`config.mk`:
```
export PLATFORM = sky130hd
export DESIGN_NAME = apb_mst_bridge_flat
export DESIGN_NICKNAME = d
export VERILOG_FILES = /design/src/rtl/apb_pkg.sv /design/src/rtl/apb_if.sv /design/src/rtl/apb_mst_bridge.sv /design/src/flat_wrapper.sv
export SDC_FILE = /design/constraint.sdc
export NUM_CORES = 1
export LEC_CHECK = 0
export CAP_MARGIN = 20
export CORE_AREA = 2 2 99 125
export CTS_BUF_LIST = sky130_fd_sc_hd__clkbuf_4 sky130_fd_sc_hd__clkbuf_8 sky130_fd_sc_hd__clkbuf_16
export DETAILED_ROUTE_END_ITERATION = 12
export DIE_AREA = 0 0 101 127
export DONT_BUFFER_PORTS = 1
export PLACE_DENSITY = 0.55
export SLEW_MARGIN = 15
export SYNTH_ARGS = -nofsm -noshare
export SYNTH_HDL_FRONTEND = slang
export SYNTH_SLANG_ARGS = --single-unit
```
`constraint.sdc`:
```
create_clock -name PCLK -period 4.72 [get_ports PCLK]
set_clock_uncertainty 0.1 [all_clocks]
set_input_delay 1.18 -clock PCLK [delete_from_list [all_inputs] [get_ports PCLK]]
set_output_delay 1.18 -clock PCLK [all_outputs]
set_load 0.005 [all_outputs]
```
`src/rtl/apb_pkg.sv`:
```
// Shared APB types and constants for the APB master bridge and its bus interface.
package apb_pkg;

    localparam int ADDR_WIDTH = 32;
    localparam int DATA_WIDTH = 32;
    localparam int STRB_WIDTH = DATA_WIDTH / 8;

    typedef logic [ADDR_WIDTH-1:0] addr_t;
    typedef logic [DATA_WIDTH-1:0] data_t;
    typedef logic [STRB_WIDTH-1:0] strb_t;

    // Bridge transfer sequencing: SETUP and ACCESS are the two APB phases,
    // RESP holds the completed result until the requester takes it.
    typedef enum logic [1:0] {
        IDLE   = 2'd0,
        SETUP  = 2'd1,
        ACCESS = 2'd2,
        RESP   = 2'd3
    } mst_state_e;

endpackage

```
`src/rtl/apb_if.sv`:
```
// APB4 bus bundle with master, slave and monitor views, plus bus protocol checks.
interface apb_if
    import apb_pkg::*;
(
    input logic PCLK,
    input logic PRESETn
);

    logic  PSEL;
    logic  PENABLE;
    addr_t PADDR;
    logic  PWRITE;
    data_t PWDATA;
    strb_t PSTRB;
    logic  PREADY;
    data_t PRDATA;
    logic  PSLVERR;

    modport mst_mp (
        output PSEL, PENABLE, PADDR, PWRITE, PWDATA, PSTRB,
        input  PREADY, PRDATA, PSLVERR
    );

    modport slv_mp (
        input  PSEL, PENABLE, PADDR, PWRITE, PWDATA, PSTRB,
        output PREADY, PRDATA, PSLVERR
    );

    modport monitor_mp (
        input PSEL, PENABLE, PADDR, PWRITE, PWDATA, PSTRB,
        input PREADY, PRDATA, PSLVERR
    );

    // PENABLE is only meaningful inside a selected transfer.
    property p_enable_needs_sel;
        @(posedge PCLK) disable iff (!PRESETn) PENABLE |-> PSEL;
    endproperty

    // A setup phase is always followed by an access phase with unchanged controls.
    property p_setup_to_access;
        @(posedge PCLK) disable iff (!PRESETn)
            (PSEL && !PENABLE) |=> (PSEL && PENABLE && $stable(PADDR) && $stable(PWRITE)
                                    && $stable(PWDATA) && $stable(PSTRB));
    endproperty

    // While the slave stalls, controls hold unless the master abandons the transfer.
    property p_wait_stable;
        @(posedge PCLK) disable iff (!PRESETn)
            (PSEL && PENABLE && !PREADY) |=> (!PSEL || ($stable(PADDR) && $stable(PWRITE)
                                               && $stable(PWDATA) && $stable(PSTRB)));
    endproperty

    a_enable_needs_sel: assert property (p_enable_needs_sel);
    a_setup_to_access:  assert property (p_setup_to_access);
    a_wait_stable:      assert property (p_wait_stable);

endinterface

```
`src/rtl/apb_mst_bridge.sv`:
```
// Single-outstanding APB4 master: valid/ready request in, APB transfer out,
// valid/ready response back, with a bounded wait for PREADY.
module apb_mst_bridge
    import apb_pkg::*;
#(
    parameter int TIMEOUT_CYCLES = 16
) (
    input  logic  PCLK,
    input  logic  PRESETn,
    input  logic  req_valid,
    output logic  req_ready,
    input  logic  req_write,
    input  addr_t req_addr,
    input  data_t req_wdata,
    input  strb_t req_strb,
    output logic  rsp_valid,
    input  logic  rsp_ready,
    output data_t rsp_rdata,
    output logic  rsp_err,
    apb_if.mst_mp apb
);

    localparam int CNT_W = (TIMEOUT_CYCLES > 0) ? $clog2(TIMEOUT_CYCLES + 1) : 1;
    localparam logic [CNT_W-1:0] CNT_LIMIT = CNT_W'(TIMEOUT_CYCLES);

    mst_state_e       state_reg, state_next;
    logic             psel_reg, psel_next;
    logic             penable_reg, penable_next;
    addr_t            paddr_reg, paddr_next;
    logic             pwrite_reg, pwrite_next;
    data_t            pwdata_reg, pwdata_next;
    strb_t            pstrb_reg, pstrb_next;
    logic             rsp_valid_reg, rsp_valid_next;
    data_t            rsp_rdata_reg, rsp_rdata_next;
    logic             rsp_err_reg, rsp_err_next;
    logic [CNT_W-1:0] cnt_reg, cnt_next;
    logic             accept;
    logic             timeout_hit;

    // A new request can be taken when idle, or while the pending response is consumed.
    assign req_ready   = (state_reg == IDLE) || ((state_reg == RESP) && rsp_ready);
    assign accept      = req_valid && req_ready;
    assign timeout_hit = (TIMEOUT_CYCLES != 0) && (cnt_reg == CNT_LIMIT);

    // Next-state and next-output logic; every output is produced from a register.
    always_comb begin
        state_next     = state_reg;
        psel_next      = psel_reg;
        penable_next   = penable_reg;
        paddr_next     = paddr_reg;
        pwrite_next    = pwrite_reg;
        pwdata_next    = pwdata_reg;
        pstrb_next     = pstrb_reg;
        rsp_valid_next = rsp_valid_reg;
        rsp_rdata_next = rsp_rdata_reg;
        rsp_err_next   = rsp_err_reg;
        cnt_next       = cnt_reg;

        case (state_reg)
            IDLE: begin
                state_next = IDLE;
            end
            SETUP: begin
                state_next   = ACCESS;
                penable_next = 1'b1;
                cnt_next     = '0;
            end
            ACCESS: begin
                // PREADY takes priority over an expiring timeout in the same cycle.
                if (apb.PREADY) begin
                    state_next     = RESP;
                    psel_next      = 1'b0;
                    penable_next   = 1'b0;
                    rsp_valid_next = 1'b1;
                    rsp_rdata_next = pwrite_reg ? '0 : apb.PRDATA;
                    rsp_err_next   = apb.PSLVERR;
                end else if (timeout_hit) begin
                    state_next     = RESP;
                    psel_next      = 1'b0;
                    penable_next   = 1'b0;
                    rsp_valid_next = 1'b1;
                    rsp_rdata_next = '0;
                    rsp_err_next   = 1'b1;
                end else begin
                    cnt_next = cnt_reg + CNT_W'(1);
                end
            end
            RESP: begin
                if (rsp_ready) begin
                    state_next     = IDLE;
                    rsp_valid_next = 1'b0;
                end
            end
            default: begin
                state_next = IDLE;
            end
        endcase

        // Acceptance loads the APB controls once; they then hold through ACCESS.
        // Reads leave PWDATA untouched and drive no strobes.
        if (accept) begin
            state_next   = SETUP;
            psel_next    = 1'b1;
            penable_next = 1'b0;
            paddr_next   = req_addr;
            pwrite_next  = req_write;
            pstrb_next   = req_write ? req_strb : '0;
            if (req_write) begin
                pwdata_next = req_wdata;
            end
        end
    end

    // State and output registers; reset drops any in-flight transfer immediately.
    always_ff @(posedge PCLK or negedge PRESETn) begin
        if (!PRESETn) begin
            state_reg     <= IDLE;
            psel_reg      <= 1'b0;
            penable_reg   <= 1'b0;
            paddr_reg     <= '0;
            pwrite_reg    <= 1'b0;
            pwdata_reg    <= '0;
            pstrb_reg     <= '0;
            rsp_valid_reg <= 1'b0;
            rsp_rdata_reg <= '0;
            rsp_err_reg   <= 1'b0;
            cnt_reg       <= '0;
        end else begin
            state_reg     <= state_next;
            psel_reg      <= psel_next;
            penable_reg   <= penable_next;
            paddr_reg     <= paddr_next;
            pwrite_reg    <= pwrite_next;
            pwdata_reg    <= pwdata_next;
            pstrb_reg     <= pstrb_next;
            rsp_valid_reg <= rsp_valid_next;
            rsp_rdata_reg <= rsp_rdata_next;
            rsp_err_reg   <= rsp_err_next;
            cnt_reg       <= cnt_next;
        end
    end

    assign apb.PSEL    = psel_reg;
    assign apb.PENABLE = penable_reg;
    assign apb.PADDR   = paddr_reg;
    assign apb.PWRITE  = pwrite_reg;
    assign apb.PWDATA  = pwdata_reg;
    assign apb.PSTRB   = pstrb_reg;
    assign rsp_valid   = rsp_valid_reg;
    assign rsp_rdata   = rsp_rdata_reg;
    assign rsp_err     = rsp_err_reg;

endmodule

```
`src/flat_wrapper.sv`:
```
// flat-port wrapper written by rule: the top's interface ports become plain ports
module apb_mst_bridge_flat import apb_pkg::*;
#(
    parameter int TIMEOUT_CYCLES = 16
)
  (PCLK, PRESETn, req_valid, req_ready, req_write, req_addr, req_wdata, req_strb, rsp_valid, rsp_ready, rsp_rdata, rsp_err, apb_PSEL, apb_PENABLE, apb_PADDR, apb_PWRITE, apb_PWDATA, apb_PSTRB, apb_PREADY, apb_PRDATA, apb_PSLVERR);
  apb_if apb_i (.PCLK(PCLK), .PRESETn(PRESETn));
  input  logic PCLK;
  input  logic PRESETn;
  input  logic req_valid;
  output logic req_ready;
  input  logic req_write;
  input  addr_t req_addr;
  input  data_t req_wdata;
  input  strb_t req_strb;
  output logic rsp_valid;
  input  logic rsp_ready;
  output data_t rsp_rdata;
  output logic rsp_err;
  output wire logic [$bits(apb_i.PSEL)-1:0] apb_PSEL;
  output wire logic [$bits(apb_i.PENABLE)-1:0] apb_PENABLE;
  output wire logic [$bits(apb_i.PADDR)-1:0] apb_PADDR;
  output wire logic [$bits(apb_i.PWRITE)-1:0] apb_PWRITE;
  output wire logic [$bits(apb_i.PWDATA)-1:0] apb_PWDATA;
  output wire logic [$bits(apb_i.PSTRB)-1:0] apb_PSTRB;
  input wire logic [$bits(apb_i.PREADY)-1:0] apb_PREADY;
  input wire logic [$bits(apb_i.PRDATA)-1:0] apb_PRDATA;
  input wire logic [$bits(apb_i.PSLVERR)-1:0] apb_PSLVERR;
  assign apb_PSEL = apb_i.PSEL;
  assign apb_PENABLE = apb_i.PENABLE;
  assign apb_PADDR = apb_i.PADDR;
  assign apb_PWRITE = apb_i.PWRITE;
  assign apb_PWDATA = apb_i.PWDATA;
  assign apb_PSTRB = apb_i.PSTRB;
  assign apb_i.PREADY = apb_PREADY;
  assign apb_i.PRDATA = apb_PRDATA;
  assign apb_i.PSLVERR = apb_PSLVERR;
  apb_mst_bridge #(.TIMEOUT_CYCLES(TIMEOUT_CYCLES)) u_core (.PCLK(PCLK), .PRESETn(PRESETn), .req_valid(req_valid), .req_ready(req_ready), .req_write(req_write), .req_addr(req_addr), .req_wdata(req_wdata), .req_strb(req_strb), .rsp_valid(rsp_valid), .rsp_ready(rsp_ready), .rsp_rdata(rsp_rdata), .rsp_err(rsp_err), .apb(apb_i));
endmodule
```
==> results.tsv <==
metric	value	unit
run_status	finished, final reports clean	
globalplace.congestion	0.793	
p_leak	2.22	nW
synthDominantCellAreaShare	61.8	%
drt-vias-per-instance	5.59	
grt_antenna_before_repair	0	
crit-reg2reg-launch	u_core.state_reg[0]$_DFFE_PN0P_	
path_depth	2	
worst_hold_path_type	register to register	
clock_sink_count	112	
hold-path-cell-count	1	
clk_pin_slew	0.07	ns
number_of_nets_with_antenna_violations_after_detailed_routing	0	
firstDrtPassIters	4	
num_antenna_cells	0	
final_cell_count_no_fill	439	
worst-endpoint-required	3.44	ns
gr-total-overflow	0	
timing_worst_slew_pin_value	1.03	ns
reg2reg_slack	2.17	ns
layout_commonest_cell	sky130_fd_sc_hd__dfrtp_1	
drtIter0Drc	64	
drive_gt1_share	28.6	%
drc	0	
max_clock_freq	0.357	GHz
holdPathEnd	u_core.apb.PSEL$_DFFE_PN0P_	
post-cts-setup-buffers	0	
r2r_end	u_core.rsp_rdata[3]$_DFFE_PN0P_	
worst_path_largest_cell_delay	0.23	ns
finalCriticalPeriod	2.80	ns
timing.max_slew.rel_slack	31.0	%
max_cap_viols	0	
wl_per_cell	20.5	um
slew_viol_final	0	
detailedPlacementHpwl	6310	um
cp_data_arrival_time	1.52	ns
clock_tree.root_cell	sky130_fd_sc_hd__clkbuf_16	
nNetsFinal	409	
finalCritPeriodShare	59.4	%
synth.cell_area	0.00453	mm2
tritoncts	done	
worstPathMaxFanout	9	
final_area	0.00489	mm2
die-width	101	um
synth_top_area_cell	sky130_fd_sc_hd__dfrtp_1	
power_density	690	mW/mm2
ctsResizeCount	0	
place_inst	423	
synth_top_cells_by_area	sky130_fd_sc_hd__dfrtp_1, sky130_fd_sc_hd__mux2_4, sky130_fd_sc_hd__mux2_2, sky130_fd_sc_hd__a22o_1, sky130_fd_sc_hd__ha_1	
top_level_ports	213	
detailed_place.area	0.00460	mm2
synthCells	298	
timing.reg2reg.worst_path_depth	6	
category_of_cells_accounting_for_the_largest_share_of_critical_path_delay	compound AO/OA/AOI/OAI gates	
maximum_number_of_pins_on_one_net_before_global_route_repair	113	
crit_start	rsp_ready	
cts_max_level	3	
clk_lat_worst_skew	0.34	ns
chipHeight	127	um
routed-via-count	2453	
totalNegativeSetupSlack	0	ns
port_buffers	0	
hold_violations	0	
rsz0062_at_grt	no	
startpoint_type	primary input	
synth_sequential_area_ratio	61.8	%
final_hold_slack	0.424	ns
crit_slowest_cell	sky130_fd_sc_hd__a21oi_4	
most-common-layout-cells	sky130_fd_sc_hd__dfrtp_1, sky130_fd_sc_hd__mux2_2, sky130_fd_sc_hd__a22o_1	
power.ir.vdd_worst	259	uV
kind_of_capture_point_of_the_worst_setup_path	output port	
mappedNetlistNets	411	
finalSetupViolations	0	
cts.path.max_buffers	2	
first_global_vias	2554	
min_from	u_core.apb.PSEL$_DFFE_PN0P_	
area_delta_synth_final	7.84	%
synth.distinct_cells	35	
area_of_the_core	0.0116	mm2
postSynthRegisterBits	112	
clock_buffers_created_by_tritoncts	9	
grt_first_pass_wirelength	13600	um
grt_usage	13.9	%
initial_core_util	39.2	%
worstSetupPathType	primary input to output port	
avgSynthCellArea	15.2	um2
synthesis.yosys.warnings	0	
crit_path_cell_trace	a21oi_4 -> inv_2	
fp.dieArea	0.0128	mm2
fp-row-count	44	
cts.hold.buffers_added	0	
routed_wirelength	9000	um
timing.critical_path.buf_inv	1	
[final cells by class]
class / instances / area, um2
flip-flops and latches: 112 / 2800
clock buffers: 11 / 246
multi-input cells: 161 / 1580
repair buffers: 1 / 7.51
inverters: 11 / 41.3
well taps: 138 / 173
clock inverters: 5 / 41.3
fillers: 1083 / 6670
[Yosys cell counts]
cell	count
sky130_fd_sc_hd__dfrtp_1	112
sky130_fd_sc_hd__mux2_2	33
sky130_fd_sc_hd__a22o_1	32
sky130_fd_sc_hd__mux2_4	29
sky130_fd_sc_hd__o21ai_0	15
sky130_fd_sc_hd__nand2_1	11
sky130_fd_sc_hd__inv_1	10
sky130_fd_sc_hd__buf_6	6
sky130_fd_sc_hd__ha_1	6
sky130_fd_sc_hd__a21oi_1	5
sky130_fd_sc_hd__buf_4	4
sky130_fd_sc_hd__nor2_1	4
sky130_fd_sc_hd__nand4b_1	3
sky130_fd_sc_hd__a31oi_1	2
sky130_fd_sc_hd__buf_2	2
sky130_fd_sc_hd__clkbuf_1	2
sky130_fd_sc_hd__mux2_1	2
sky130_fd_sc_hd__nor2b_1	2
sky130_fd_sc_hd__o311ai_0	2
sky130_fd_sc_hd__a21o_1	1
sky130_fd_sc_hd__a21oi_4	1
sky130_fd_sc_hd__a311oi_1	1
sky130_fd_sc_hd__a32o_1	1
sky130_fd_sc_hd__a32oi_1	1
sky130_fd_sc_hd__and4bb_4	1
sky130_fd_sc_hd__inv_2	1
sky130_fd_sc_hd__mux2i_1	1
sky130_fd_sc_hd__nand2b_1	1
sky130_fd_sc_hd__nand3_4	1
sky130_fd_sc_hd__nand4bb_1	1
sky130_fd_sc_hd__nor2_4	1
sky130_fd_sc_hd__o21ai_4	1
sky130_fd_sc_hd__or4_1	1
sky130_fd_sc_hd__xnor2_1	1
sky130_fd_sc_hd__xor2_1	1
[power breakdown]
group | internal (mW) | switching (mW)
Combinational | 0.529 | 0.331
Clock | 0.382 | 0.341
Sequential | 1.41 | 0.380
Total | 2.32 | 1.05
[routing by layer]
| metal | vias to the layer above | part of all wire, % | wire [um] | global-route usage [%] |
|---|---|---|---|---|
| met2 | 160 | 46 | 4190 | 21.1 |
| met4 | 0 | 3.5 | 312 | 8.43 |
| met5 | - | 0 | 0 | 0 |
| li1 | 1065 | - | - | - |
| met3 | 19 | 10 | 908 | 5.14 |
| met1 | 1209 | 40 | 3600 | 16.8 |
[metrics by stage]
step | power [mW] | setup WS, ns | util (%)
6_report | 3.37 | 1.92 | 42.3
3_5_place_dp | 2.69 | 1.93 | 39.8
2_1_floorplan | 2.48 | 1.97 | -
4_1_cts | 3.42 | 1.93 | 42.3
5_1_grt | 3.60 | 1.90 | 42.3
3_3_place_gp | 2.66 | 1.93 | 39.8
[kinds of logic (layout without fill, tap and decap cells)]
| family | count (synthesis) | in the layout | share of synthesized area (%) |
|---|---|---|---|
| muxes | 65 | 65 | 18.5 |
| adders and majority gates | 6 | 6 | 1.66 |
| DFF | 112 | 112 | 61.8 |
| AOI/OAI and AO/OA | 62 | 62 | 10.5 |
| xor gates and xnor gates | 2 | 2 | 0.386 |
| buffers and inverters | 25 | 28 | 3.45 |
| and+or+nand+nor | 26 | 26 | 3.64 |
[worst max-delay path by stage]
stage           endpoint  slack (ns)
2_1_floorplan  req_ready        1.97
3_3_place_gp   req_ready        1.93
3_5_place_dp   req_ready        1.93
4_1_cts        req_ready        1.93
5_1_grt        req_ready        1.90
6_report       req_ready        1.92
No activity file was read; power rests on OpenSTA's default activity.
